[config.mk]
export PLATFORM = sky130hd
export DESIGN_NAME = midi_preset_engine
export DESIGN_NICKNAME = d
export VERILOG_FILES = /design/src/rtl/midi_pkg.sv /design/src/rtl/midi_preset_flash_seq.sv /design/src/rtl/midi_preset_engine.sv
export SDC_FILE = /design/constraint.sdc
export NUM_CORES = 1
export LEC_CHECK = 0
export BUFFER_PORTS_ARGS = -buffer_cell sky130_fd_sc_hd__buf_2
export CAP_MARGIN = 20
export CORE_ASPECT_RATIO = 0.75
export CORE_UTILIZATION = 40
export DETAILED_ROUTE_END_ITERATION = 8
export GPL_TIMING_DRIVEN = 0
export MAX_ROUTING_LAYER = met4
export PLACE_DENSITY = 0.59
export REMOVE_ABC_BUFFERS = 1
export SYNTH_ARGS = -nofsm -noshare
export SYNTH_HDL_FRONTEND = slang
export SYNTH_HIERARCHICAL = 1
export SYNTH_SLANG_ARGS = --single-unit
[constraint.sdc]
create_clock -name clk -period 2.3 [get_ports clk]
set_input_delay 0.115 -clock clk [delete_from_list [all_inputs] [get_ports clk]]
set_output_delay 0.115 -clock clk [all_outputs]
set_load 0.05 [all_outputs]
[src/rtl/midi_pkg.sv]
// Shared types and helpers for the MIDI preset engine: slot message layout and flash word packing.
// Purely combinational helpers; no latency, no flow control.
package midi_pkg;

    localparam logic [7:0] CC_MSG = 8'hB0;
    localparam logic [7:0] PC_MSG = 8'hC0;

    typedef enum logic [1:0] {
        LOAD,
        IDLE,
        SAVE
    } fl_state_t;

    typedef struct packed {
        logic [7:0] status;
        logic [7:0] data1;
        logic [7:0] data2;
        logic [1:0] len;
    } midi_msg_t;

    function automatic logic [31:0] msg_to_word(input midi_msg_t m);
        return {m.status, m.data1, m.data2, 6'b0, m.len};
    endfunction

    function automatic midi_msg_t word_to_msg(input logic [31:0] w);
        midi_msg_t m;
        m.status = w[31:24];
        m.data1  = w[23:16];
        m.data2  = w[15:8];
        m.len    = w[1:0];
        return m;
    endfunction

    // Erased flash reads as all-ones; a zero length marks an empty slot.
    function automatic logic word_ok(input logic [31:0] w);
        return (w[1:0] != 2'd0) && (w != 32'hFFFF_FFFF);
    endfunction

endpackage

[src/rtl/midi_preset_flash_seq.sv]
// Flash sequencer: loads every slot after reset, writes them all back on save request.
// One word in flight; strobe holds until ack/rty, drops one cycle between attempts.
module midi_preset_flash_seq
    import midi_pkg::*;
#(
    parameter int unsigned BUTTONS_CNT = 4,
    parameter logic [23:0] BASE_ADDR   = 24'h000000,
    parameter int unsigned MAX_RTY     = 3,
    localparam int unsigned IW         = (BUTTONS_CNT > 1) ? $clog2(BUTTONS_CNT) : 1
) (
    input  logic            clk,
    input  logic            rst,
    input  logic            save_req_i,
    output logic [IW-1:0]   slot_o,
    output logic            rd_valid_o,
    output midi_msg_t       rd_msg_o,
    input  midi_msg_t       wr_msg_i,
    output logic            save_start_o,
    output logic            loaded_o,
    output logic            fl_err_o,
    output logic [23:0]     fl_adr_o,
    output logic [31:0]     fl_dat_o,
    output logic            fl_we_o,
    output logic            fl_stb_o,
    input  logic [31:0]     fl_dat_i,
    input  logic            fl_ack_i,
    input  logic            fl_rty_i
);

    fl_state_t      state_q, state_d;
    logic [IW-1:0]  slot_q, slot_d;
    logic [2:0]     rty_q, rty_d;
    logic           stb_q, stb_d;
    logic [31:0]    dat_q, dat_d;
    logic           loaded_q, loaded_d;
    logic           err_q, err_d;
    logic           advance;
    logic [2:0]     rty_nxt;

    always_ff @(posedge clk or negedge rst) begin
        if (!rst) begin
            state_q  <= LOAD;
            slot_q   <= '0;
            rty_q    <= '0;
            stb_q    <= 1'b0;
            dat_q    <= '0;
            loaded_q <= 1'b0;
            err_q    <= 1'b0;
        end else begin
            state_q  <= state_d;
            slot_q   <= slot_d;
            rty_q    <= rty_d;
            stb_q    <= stb_d;
            dat_q    <= dat_d;
            loaded_q <= loaded_d;
            err_q    <= err_d;
        end
    end

    always_comb begin
        state_d      = state_q;
        slot_d       = slot_q;
        rty_d        = rty_q;
        stb_d        = stb_q;
        dat_d        = dat_q;
        loaded_d     = loaded_q;
        err_d        = err_q;
        rd_valid_o   = 1'b0;
        save_start_o = 1'b0;
        advance      = 1'b0;
        rty_nxt      = rty_q + 3'd1;
        case (state_q)
            IDLE: begin
                if (save_req_i) begin
                    state_d      = SAVE;
                    slot_d       = '0;
                    rty_d        = '0;
                    save_start_o = 1'b1;
                end
            end
            default: begin
                // Write data is captured when the strobe rises so learn writes cannot disturb a pending transfer.
                if (!stb_q) begin
                    stb_d = 1'b1;
                    dat_d = (state_q == SAVE) ? msg_to_word(wr_msg_i) : '0;
                end else if (fl_ack_i) begin
                    stb_d      = 1'b0;
                    rd_valid_o = (state_q == LOAD) && word_ok(fl_dat_i);
                    advance    = 1'b1;
                end else if (fl_rty_i) begin
                    stb_d = 1'b0;
                    if (rty_nxt >= 3'(MAX_RTY)) begin
                        err_d   = 1'b1;
                        advance = 1'b1;
                    end else begin
                        rty_d = rty_nxt;
                    end
                end
                if (advance) begin
                    rty_d = '0;
                    if (slot_q == IW'(BUTTONS_CNT - 1)) begin
                        state_d = IDLE;
                        if (state_q == LOAD) loaded_d = 1'b1;
                    end else begin
                        slot_d = slot_q + IW'(1);
                    end
                end
            end
        endcase
    end

    assign slot_o   = slot_q;
    assign rd_msg_o = word_to_msg(fl_dat_i);
    assign loaded_o = loaded_q;
    assign fl_err_o = err_q;
    assign fl_adr_o = BASE_ADDR + 24'({slot_q, 2'b00});
    assign fl_dat_o = dat_q;
    assign fl_we_o  = (state_q == SAVE);
    assign fl_stb_o = stb_q;

endmodule

[src/rtl/midi_preset_engine.sv]
// Preset engine: slot RAM, learn capture and press-to-transmit with a 1-deep pending slot.
// Press to tx_trigger is one cycle when idle; tx_busy holds the newest press until released.
module midi_preset_engine
    import midi_pkg::*;
#(
    parameter int unsigned BUTTONS_CNT = 4,
    parameter int unsigned CHANNEL     = 0,
    parameter int unsigned FIRST_CC    = 46,
    parameter int unsigned CC_VALUE    = 127,
    parameter logic [23:0] BASE_ADDR   = 24'h000000,
    parameter int unsigned MAX_RTY     = 3
) (
    input  logic                   clk,
    input  logic                   rst,
    input  logic [BUTTONS_CNT-1:0] btn_press,
    input  logic                   learn,
    input  logic                   rx_valid,
    input  logic [7:0]             rx_status,
    input  logic [7:0]             rx_data1,
    input  logic [7:0]             rx_data2,
    input  logic [1:0]             rx_len,
    input  logic                   save_req,
    input  logic                   tx_busy,
    output logic                   tx_trigger,
    output logic [7:0]             tx_status,
    output logic [7:0]             tx_data1,
    output logic [7:0]             tx_data2,
    output logic [7:0]             tx_bits,
    output logic [23:0]            fl_adr,
    output logic [31:0]            fl_dat_o,
    output logic                   fl_we,
    output logic                   fl_stb,
    input  logic [31:0]            fl_dat_i,
    input  logic                   fl_ack,
    input  logic                   fl_rty,
    output logic                   loaded,
    output logic                   dirty,
    output logic                   learn_ok,
    output logic                   fl_err
);

    localparam int unsigned IW = (BUTTONS_CNT > 1) ? $clog2(BUTTONS_CNT) : 1;

    midi_msg_t              ram_q [BUTTONS_CNT];
    logic [BUTTONS_CNT-1:0] valid_q;
    logic                   pend_vld_q, arm_vld_q, dirty_q, learn_ok_q, tx_trig_q;
    logic [IW-1:0]          pend_idx_q, arm_idx_q;
    logic [7:0]             tx_status_q, tx_data1_q, tx_data2_q, tx_bits_q;

    logic [IW-1:0]          fl_slot, sel_idx, eff_idx;
    logic                   rd_valid, save_start, press_any, press_tx, eff_vld, learn_wr;
    midi_msg_t              rd_msg, wr_msg, eff_msg, rx_msg;

    midi_preset_flash_seq #(
        .BUTTONS_CNT (BUTTONS_CNT),
        .BASE_ADDR   (BASE_ADDR),
        .MAX_RTY     (MAX_RTY)
    ) u_flash_seq (
        .clk          (clk),
        .rst          (rst),
        .save_req_i   (save_req),
        .slot_o       (fl_slot),
        .rd_valid_o   (rd_valid),
        .rd_msg_o     (rd_msg),
        .wr_msg_i     (wr_msg),
        .save_start_o (save_start),
        .loaded_o     (loaded),
        .fl_err_o     (fl_err),
        .fl_adr_o     (fl_adr),
        .fl_dat_o     (fl_dat_o),
        .fl_we_o      (fl_we),
        .fl_stb_o     (fl_stb),
        .fl_dat_i     (fl_dat_i),
        .fl_ack_i     (fl_ack),
        .fl_rty_i     (fl_rty)
    );

    always_comb begin
        sel_idx = '0;
        for (int i = int'(BUTTONS_CNT) - 1; i >= 0; i--) begin
            if (btn_press[i]) sel_idx = IW'(i);
        end
        press_any = |btn_press;
        press_tx  = press_any && !learn;
        // A fresh press bypasses the pending register to reach the wire in one cycle.
        eff_vld   = press_tx || pend_vld_q;
        eff_idx   = press_tx ? sel_idx : pend_idx_q;
        if (valid_q[eff_idx]) begin
            eff_msg = ram_q[eff_idx];
        end else begin
            eff_msg.status = CC_MSG | {4'h0, 4'(CHANNEL)};
            eff_msg.data1  = 8'(FIRST_CC) + 8'(eff_idx);
            eff_msg.data2  = 8'(CC_VALUE);
            eff_msg.len    = 2'd3;
        end
        wr_msg   = valid_q[fl_slot] ? ram_q[fl_slot] : '0;
        rx_msg   = {rx_status, rx_data1, rx_data2, rx_len};
        learn_wr = rx_valid && (rx_len != 2'd0) && learn && arm_vld_q;
    end

    always_ff @(posedge clk or negedge rst) begin
        if (!rst) begin
            for (int i = 0; i < int'(BUTTONS_CNT); i++) ram_q[i] <= '0;
            valid_q     <= '0;
            pend_vld_q  <= 1'b0;
            pend_idx_q  <= '0;
            arm_vld_q   <= 1'b0;
            arm_idx_q   <= '0;
            dirty_q     <= 1'b0;
            learn_ok_q  <= 1'b0;
            tx_trig_q   <= 1'b0;
            tx_status_q <= '0;
            tx_data1_q  <= '0;
            tx_data2_q  <= '0;
            tx_bits_q   <= '0;
        end else begin
            tx_trig_q  <= 1'b0;
            learn_ok_q <= 1'b0;
            if (rd_valid) begin
                ram_q[fl_slot]   <= rd_msg;
                valid_q[fl_slot] <= 1'b1;
            end
            if (save_start) dirty_q <= 1'b0;
            // Placed after the flash load so a learn write to the same slot wins.
            if (learn_wr) begin
                ram_q[arm_idx_q]   <= rx_msg;
                valid_q[arm_idx_q] <= 1'b1;
                dirty_q            <= 1'b1;
                learn_ok_q         <= 1'b1;
                arm_vld_q          <= 1'b0;
            end
            if (!learn) arm_vld_q <= 1'b0;
            if (press_any && learn) begin
                arm_vld_q <= 1'b1;
                arm_idx_q <= sel_idx;
            end
            if (eff_vld && !tx_busy) begin
                tx_trig_q   <= 1'b1;
                tx_status_q <= eff_msg.status;
                tx_data1_q  <= eff_msg.data1;
                tx_data2_q  <= eff_msg.data2;
                tx_bits_q   <= 8'(eff_msg.len) * 8'd10;
                pend_vld_q  <= 1'b0;
            end else begin
                pend_vld_q <= eff_vld;
                pend_idx_q <= eff_idx;
            end
        end
    end

    assign tx_trigger = tx_trig_q;
    assign tx_status  = tx_status_q;
    assign tx_data1   = tx_data1_q;
    assign tx_data2   = tx_data2_q;
    assign tx_bits    = tx_bits_q;
    assign dirty      = dirty_q;
    assign learn_ok   = learn_ok_q;

endmodule

Yosys cells after proc, flatten, opt, wreduce, memory -nomap -nowiden
Cells that the tools add are included.
{"block": "word_totals", "elab_cells": 165, "out_inout_bits": 95, "inputBits": 70, "ff_bits": 188}
{"block": "classes", "n_eq_ne": 9, "add_sub_neg": 3, "order_cmp": 11, "bitwise": 8, "muxes": 68, "reduce_logical": 30, "multipliers": 1}
{"cell": "bitwise mux 104 bit", "count": 2}
{"cell": "two-way mux 104 bit", "count": 2}
{"cell": "two-way mux 26 bit", "count": 8}
{"cell": "binary-select mux 26 bit (select 2 bit)", "count": 2}
{"cell": "demux 26 bit (select 2 bit)", "count": 2}
{"cell": "two-way mux 32 bit", "count": 1}
{"cell": "!= test 32 bit, second input constant", "count": 1}
{"cell": "two-way mux 2 bit", "count": 13}
{"cell": "two-way mux 1 bit", "count": 25}
{"cell": "two-way mux 3 bit", "count": 7}
{"cell": "logical AND 1 bit", "count": 12}
{"cell": "AND reduction 5 bit", "count": 2}
{"cell": "nonzero test 2 bit", "count": 5}
{"cell": "greater-or-equal comparator 3 bit, second input constant", "count": 3}
{"cell": "less-than comparator 2 x 3 -> 1 bit, second input constant", "count": 3}
{"cell": "inverter 2 -> 3 bit", "count": 3}
{"cell": "two-way mux 4 bit", "count": 2}
{"cell": "OR 4 bit", "count": 2}
{"cell": "adder 6 x 2 -> 7 bit, first input constant", "count": 1}
{"cell": "less-than comparator 3 x 1 -> 1 bit, second input constant", "count": 2}
{"cell": "!= test 3 x 1 -> 1 bit, second input constant", "count": 2}
{"cell": "AND reduction 3 bit", "count": 2}
{"cell": "nonzero test 3 bit", "count": 2}
{"cell": "multiplier 2 x 3 -> 5 bit, second input constant", "count": 1}
{"cell": "other kinds (17)", "count": 25}

Depth between registers and ports, before layout
{"block": "depth", "depth_word": 11, "mapped_depth": 9, "ltp_nobuf": 7}

By module
The synthesis kept the hierarchy.
{"mod": "midi_preset_engine", "n_inst": 1, "cells_each": 768, "seq_area_each_um2": 3578.4, "area_each_um2": 8119.0}
{"mod": "midi_preset_flash_seq", "n_inst": 1, "cells_each": 175, "seq_area_each_um2": 900.9, "area_each_um2": 1914.3}

Worst setup path after synthesis
Ideal clock, no wire load.
{"block": "synth_timing", "path_kind": "flip-flop to flip-flop", "from": "reg u_flash_seq.slot_q[0], in the netlist u_flash_seq/slot_o[0]", "to": "reg u_flash_seq.dat_q[17], in the netlist u_flash_seq/fl_dat_o[17]", "n_path_buf": 3, "t_arrival_ns": 2.387, "path_slack_ns": -0.208, "stages_incl_launch_ff": 7, "path_cell_list": "dfrtp_1 -> buf_4 -> buf_2 -> buf_1 -> mux4_2 -> nor2b_1 -> a22o_1"}
{"item": "from (decl)", "line_no": "midi_preset_flash_seq.sv:31", "text": "logic [IW-1:0] slot_q, slot_d;"}
{"item": "from (signal assigned)", "line_no": "midi_preset_flash_seq.sv:51", "text": "slot_q <= slot_d;"}
{"item": "to (signal assigned)", "line_no": "midi_preset_flash_seq.sv:54", "text": "dat_q <= dat_d;"}
{"item": "to (decl)", "line_no": "midi_preset_flash_seq.sv:34", "text": "logic [31:0] dat_q, dat_d;"}

Final worst setup path
{"block": "layout_timing", "from": "reg pend_idx_q[1]", "to": "reg tx_data2_q[7], in the netlist tx_data2[7]"}
{"block": "layout_via", "elab_chain_cells": 6}
{"item": "from (decl)", "line_no": "midi_preset_engine.sv:47", "text": "logic [IW-1:0] pend_idx_q, arm_idx_q;"}
{"item": "from (signal assigned)", "line_no": "midi_preset_engine.sv:146", "text": "pend_idx_q <= eff_idx;"}
{"item": "two-way mux 2 bit *", "line_no": "midi_preset_engine.sv:87", "text": "eff_idx = press_tx ? sel_idx : pend_idx_q;"}
{"item": "inverter 2 -> 3 bit (implied by the code)", "line_no": "midi_preset_engine.sv:89", "text": "eff_msg = ram_q[eff_idx];"}
{"item": "binary-select mux 26 bit (select 2 bit)", "line_no": "midi_preset_engine.sv:89"}
{"item": "two-way mux 26 bit (implied by the code) (2 in series)", "line_no": "midi_preset_engine.sv:89"}
{"item": "two-way mux 26 bit *", "line_no": "midi_preset_engine.sv:88", "text": "if (valid_q[eff_idx]) begin"}
{"item": "to (signal assigned)", "line_no": "midi_preset_engine.sv:141", "text": "tx_data2_q <= eff_msg.data2;"}
{"item": "to (decl)", "line_no": "midi_preset_engine.sv:48", "text": "logic [7:0] tx_status_q, tx_data1_q, tx_data2_q, tx_bits_q;"}
Mark *: on every way between the ends. The rest lies on a longest branch, timed or not. The select of a mux whose other input is x is not followed.
A chain may end at the register's enable or synchronous reset.

==> reports/metrics.csv <==
stage,metric,value,unit
clock_network,cts.clk_slew.worst_paths,0.07,ns
power_and_ir_drop,p_clk_share,18.3,%
setup_path,critPathSlowestCell,dfrtp_1,
synth,synth_commonest_cells,"dfrtp_1 (179), mux2i_1 (167), nand2_1 (92), o21ai_0 (85), buf_4 (70)",
drt,vias_per_cell,5.50,
synth,synth_top_area_share,44.6,%
power_and_ir_drop,powerDensity,1310,nW/um^2
die,coreArea,24300,um^2
grt,grt_antenna_before_repair,2,
timing,period_minus_slack,2.19,ns
timing,tightest_slew,0.869,ns
drt,dr.pass1.iters,6,
timing,tns,0,ns
clock_network,h-tree-depth,4,
synth,synth-async-reset-ratio,100,%
timing,drv_slew,0,
setup_path,startpoint_type,register,
timing,fmax,0.456,GHz
synth,synth_area_leaders,"dfrtp_1 (45%), mux2i_1 (17%), mux4_2 (5.8%)",
power_and_ir_drop,p_leak,5.73,nW
power_and_ir_drop,peakVddDrop,679,uV
timing,finalHoldViolations,0,
synth,synthMostInstantiatedCell,dfrtp_1,
synth,yosys_warnings,6,
place,place_hpwl,20.0,mm
power_and_ir_drop,switchingPower,6.63,mW
die,ios,165,
die,die_x,185,um
die,row_count,49,
synth,ys_seq_area_share,44.6,%
clock_network,worstSkewPairLatency,0.44,ns
place,place_congestion,0.817,
die,die_h,139,um
timing,post-route-period-util,95.3,%
synth,synth_flop_cell,dfrtp_1,
timing,fin_worst_skew,0.0118,ns
synth,netlist_instances,943,
power_and_ir_drop,power_frac_seq,36.0,%
place,port_buffers,132,
setup_path,worstSetupEndpointType,register,
clock_network,numCtsBuffers,17,
drt,drcViolationCount,0,
synth,avgSynthCellArea,10.6,um^2
grt,grt_usage,24.2,%
synth,syn_area,10000,um^2
drt,num_vias,7737,
drt,wirelength,29.5,mm
final_layout,syn2layout_area_growth,19.4,%
setup_path,crit_type,reg -> reg,
synth,ys_seq_elements,179,
hold_path,min_path_type,in -> reg,
clock_network,root_buffer,clkbuf_16,
die,start_util,41.3,%
synth,ys_types,58,
drt,drt-initial-drc-count,604,
power_and_ir_drop,netSwitchingFraction,42.1,%
setup_path,arrival,2.51,ns
setup_path,slowest_delay,0.54,ns
synth,synth_edf_count,0,
grt,gr-total-overflow,0,
die,die_area,25700,um^2
grt,grt_max_degree,106,
outcome,status,"finished, final reports clean",
drt,post_drt_wl_per_cell,21.0,um
synth,synth_top_area_cell,dfrtp_1,
clock_network,cts_tree,built,
timing,setup_viol,0,
drt,antenna_left,0,
setup_path,crit_fanout,40,
timing,hold_ws,0.00664,ns
clock_network,cts_buffer_depth,2,
power_and_ir_drop,p_comb_share,45.7,%
final_layout,fin_nets,1137,
run,maxCapViolations,0,
timing,slew_headroom,42.1,%
grt,grt_pass1_vias,7513,
setup_path,critical_path.cell_chain,o21a_4 > buf_16 > o31ai_4 > or2_1 > a32o_1,
grt,grt_pass1_wl,45.4,mm
timing,rsz0062_at_grt,no,
timing,setup_ws,0.109,ns
setup_path,required,2.62,ns
final_layout,drive_gt1_share,23.5,%
place,place_ws,-0.550,ns
clock_network,clock-sinks,179,
power_and_ir_drop,p_int,9.11,mW
## stage by stage
step	cell area, um^2	power, mW	cells	util (%)
after floorplan	9360	10.4	846	-
final	12000	15.7	1407	49.3
after global placement	10400	13.1	1309	43.0
after detailed placement	11000	12.6	1335	45.1
after global routing	12000	16.6	1407	49.3
after CTS	11900	15.7	1404	49.1
## power by group through the flow
stage | registers [mW] | clock network, mW | logic (mW)
6_report | 5.67 | 2.88 | 7.20
5_1_grt | 5.84 | 3.04 | 7.70
4_1_cts | 5.64 | 2.91 | 7.19
3_5_place_dp | 5.68 | 0 | 6.91
3_3_place_gp | 6.03 | 0 | 7.03
2_1_floorplan | 6.83 | 0 | 3.60
## kinds of logic (layout without fill, tap and decap cells)
| group | after synthesis | count (layout) | share of synthesized area [%] |
|---|---|---|---|
| muxes | 194 | 194 | 22.6 |
| buffers and inverters | 144 | 245 | 8.48 |
| adders and majority gates | 3 | 3 | 0.374 |
| DFF | 179 | 179 | 44.6 |
| other | 2 | 33 | 0.0749 |
| and+or+nand+nor | 203 | 203 | 9.30 |
| xor gates and xnor gates | 1 | 1 | 0.0873 |
| AOI/OAI and AO/OA | 217 | 218 | 14.4 |
## path summary, 6_finish.rpt
check                                            to  slack (ns)            startpoint  cells past startpoint
max                                     tx_data2[7]        0.11         pend_idx_q[1]                      5
max in group asynchronous  u_flash_seq/fl_dat_o[11]        1.10                   rst                      3
min in group asynchronous  u_flash_seq/fl_dat_o[17]        0.29                   rst                      2
max reg2reg                             tx_data2[7]        0.11         pend_idx_q[1]                      5
min                                       ram_q[53]       0.007             rx_len[1]                      3
min reg2reg                    u_flash_seq/loaded_o        0.45  u_flash_seq/loaded_o                      1
## layout make-up
class / instances / area [um^2]
Multi-Input combinational cell: 651 / 4940
Antenna cell: 1 / 2.50
Clock buffer: 20 / 447
Fill cell: 2271 / 12300
Tap cell: 331 / 414
Sequential cell: 179 / 4490
Timing Repair Buffer: 198 / 1520
Clock inverter: 10 / 110
Inverter: 17 / 63.8
## per-layer routing
metal  part of all wire [%]  vias to the layer above  track usage (%)
met5                      0                        -                -
met4                    1.2                        0             5.70
met3                    6.0                       31             4.12
met2                     44                      268             34.4
met1                     49                     3870             35.6
li1                       -                     3568                -
## critical path, delay by kind of cell, from the launching register on
kind                   cells  cell delay (ns)
buffers and inverters      1             0.29
AOI/OAI and AO/OA          3             0.83
DFF                        1             0.54
and+or+nand+nor            1             0.41
## cell usage in the layout (no fill, tap or decap), types with 3 or more instances in the layout
cell type,n
and3_1,3
o21ai_1,4
nor2b_1,27
buf_16,6
clkbuf_16,17
nand4_1,9
dlygate4sd3_1,27
o21ai_4,3
nor4_1,3
buf_4,11
clkinv_2,5
mux4_2,26
buf_12,7
o2111ai_1,5
buf_2,131
mux2i_1,167
inv_1,16
nor2_1,43
conb_1,32
nand3_1,6
o32a_1,13
a32o_1,8
o21a_1,6
ha_1,3
nand3b_1,3
o221ai_1,3
buf_8,7
o21ai_0,84
o211ai_1,10
a21oi_1,35
a22o_1,26
dfrtp_1,176
buf_6,9
nand2_1,91
## timing repair
item                                   in CTS  in global routing
endpoints found under the hold margin     201                  0
setup buffers                              11                  2
setup endpoints to repair                 137                 35
cloned                                      1                  0
resized for setup                           7                  6
pin swaps                                   4                  1
hold buffers                               27                  0
## flip-flops by register name, indices dropped and copies added (netlist names)
register	count
u_flash_seq/rty_q	3
tx_data2	8
u_flash_seq/state_q	2
arm_idx_q	2
arm_vld_q	1
tx_status	8
learn_ok	1
u_flash_seq/loaded_o	1
u_flash_seq/fl_stb_o	1
tx_bits	2
dirty	1
pend_vld_q	1
u_flash_seq/slot_o	2
u_flash_seq/fl_dat_o	26
tx_data1	8
u_flash_seq/fl_err_o	1
valid_q	4
pend_idx_q	2
tx_trigger	1
ram_q	104
No activity file was read; power rests on OpenSTA's default activity.
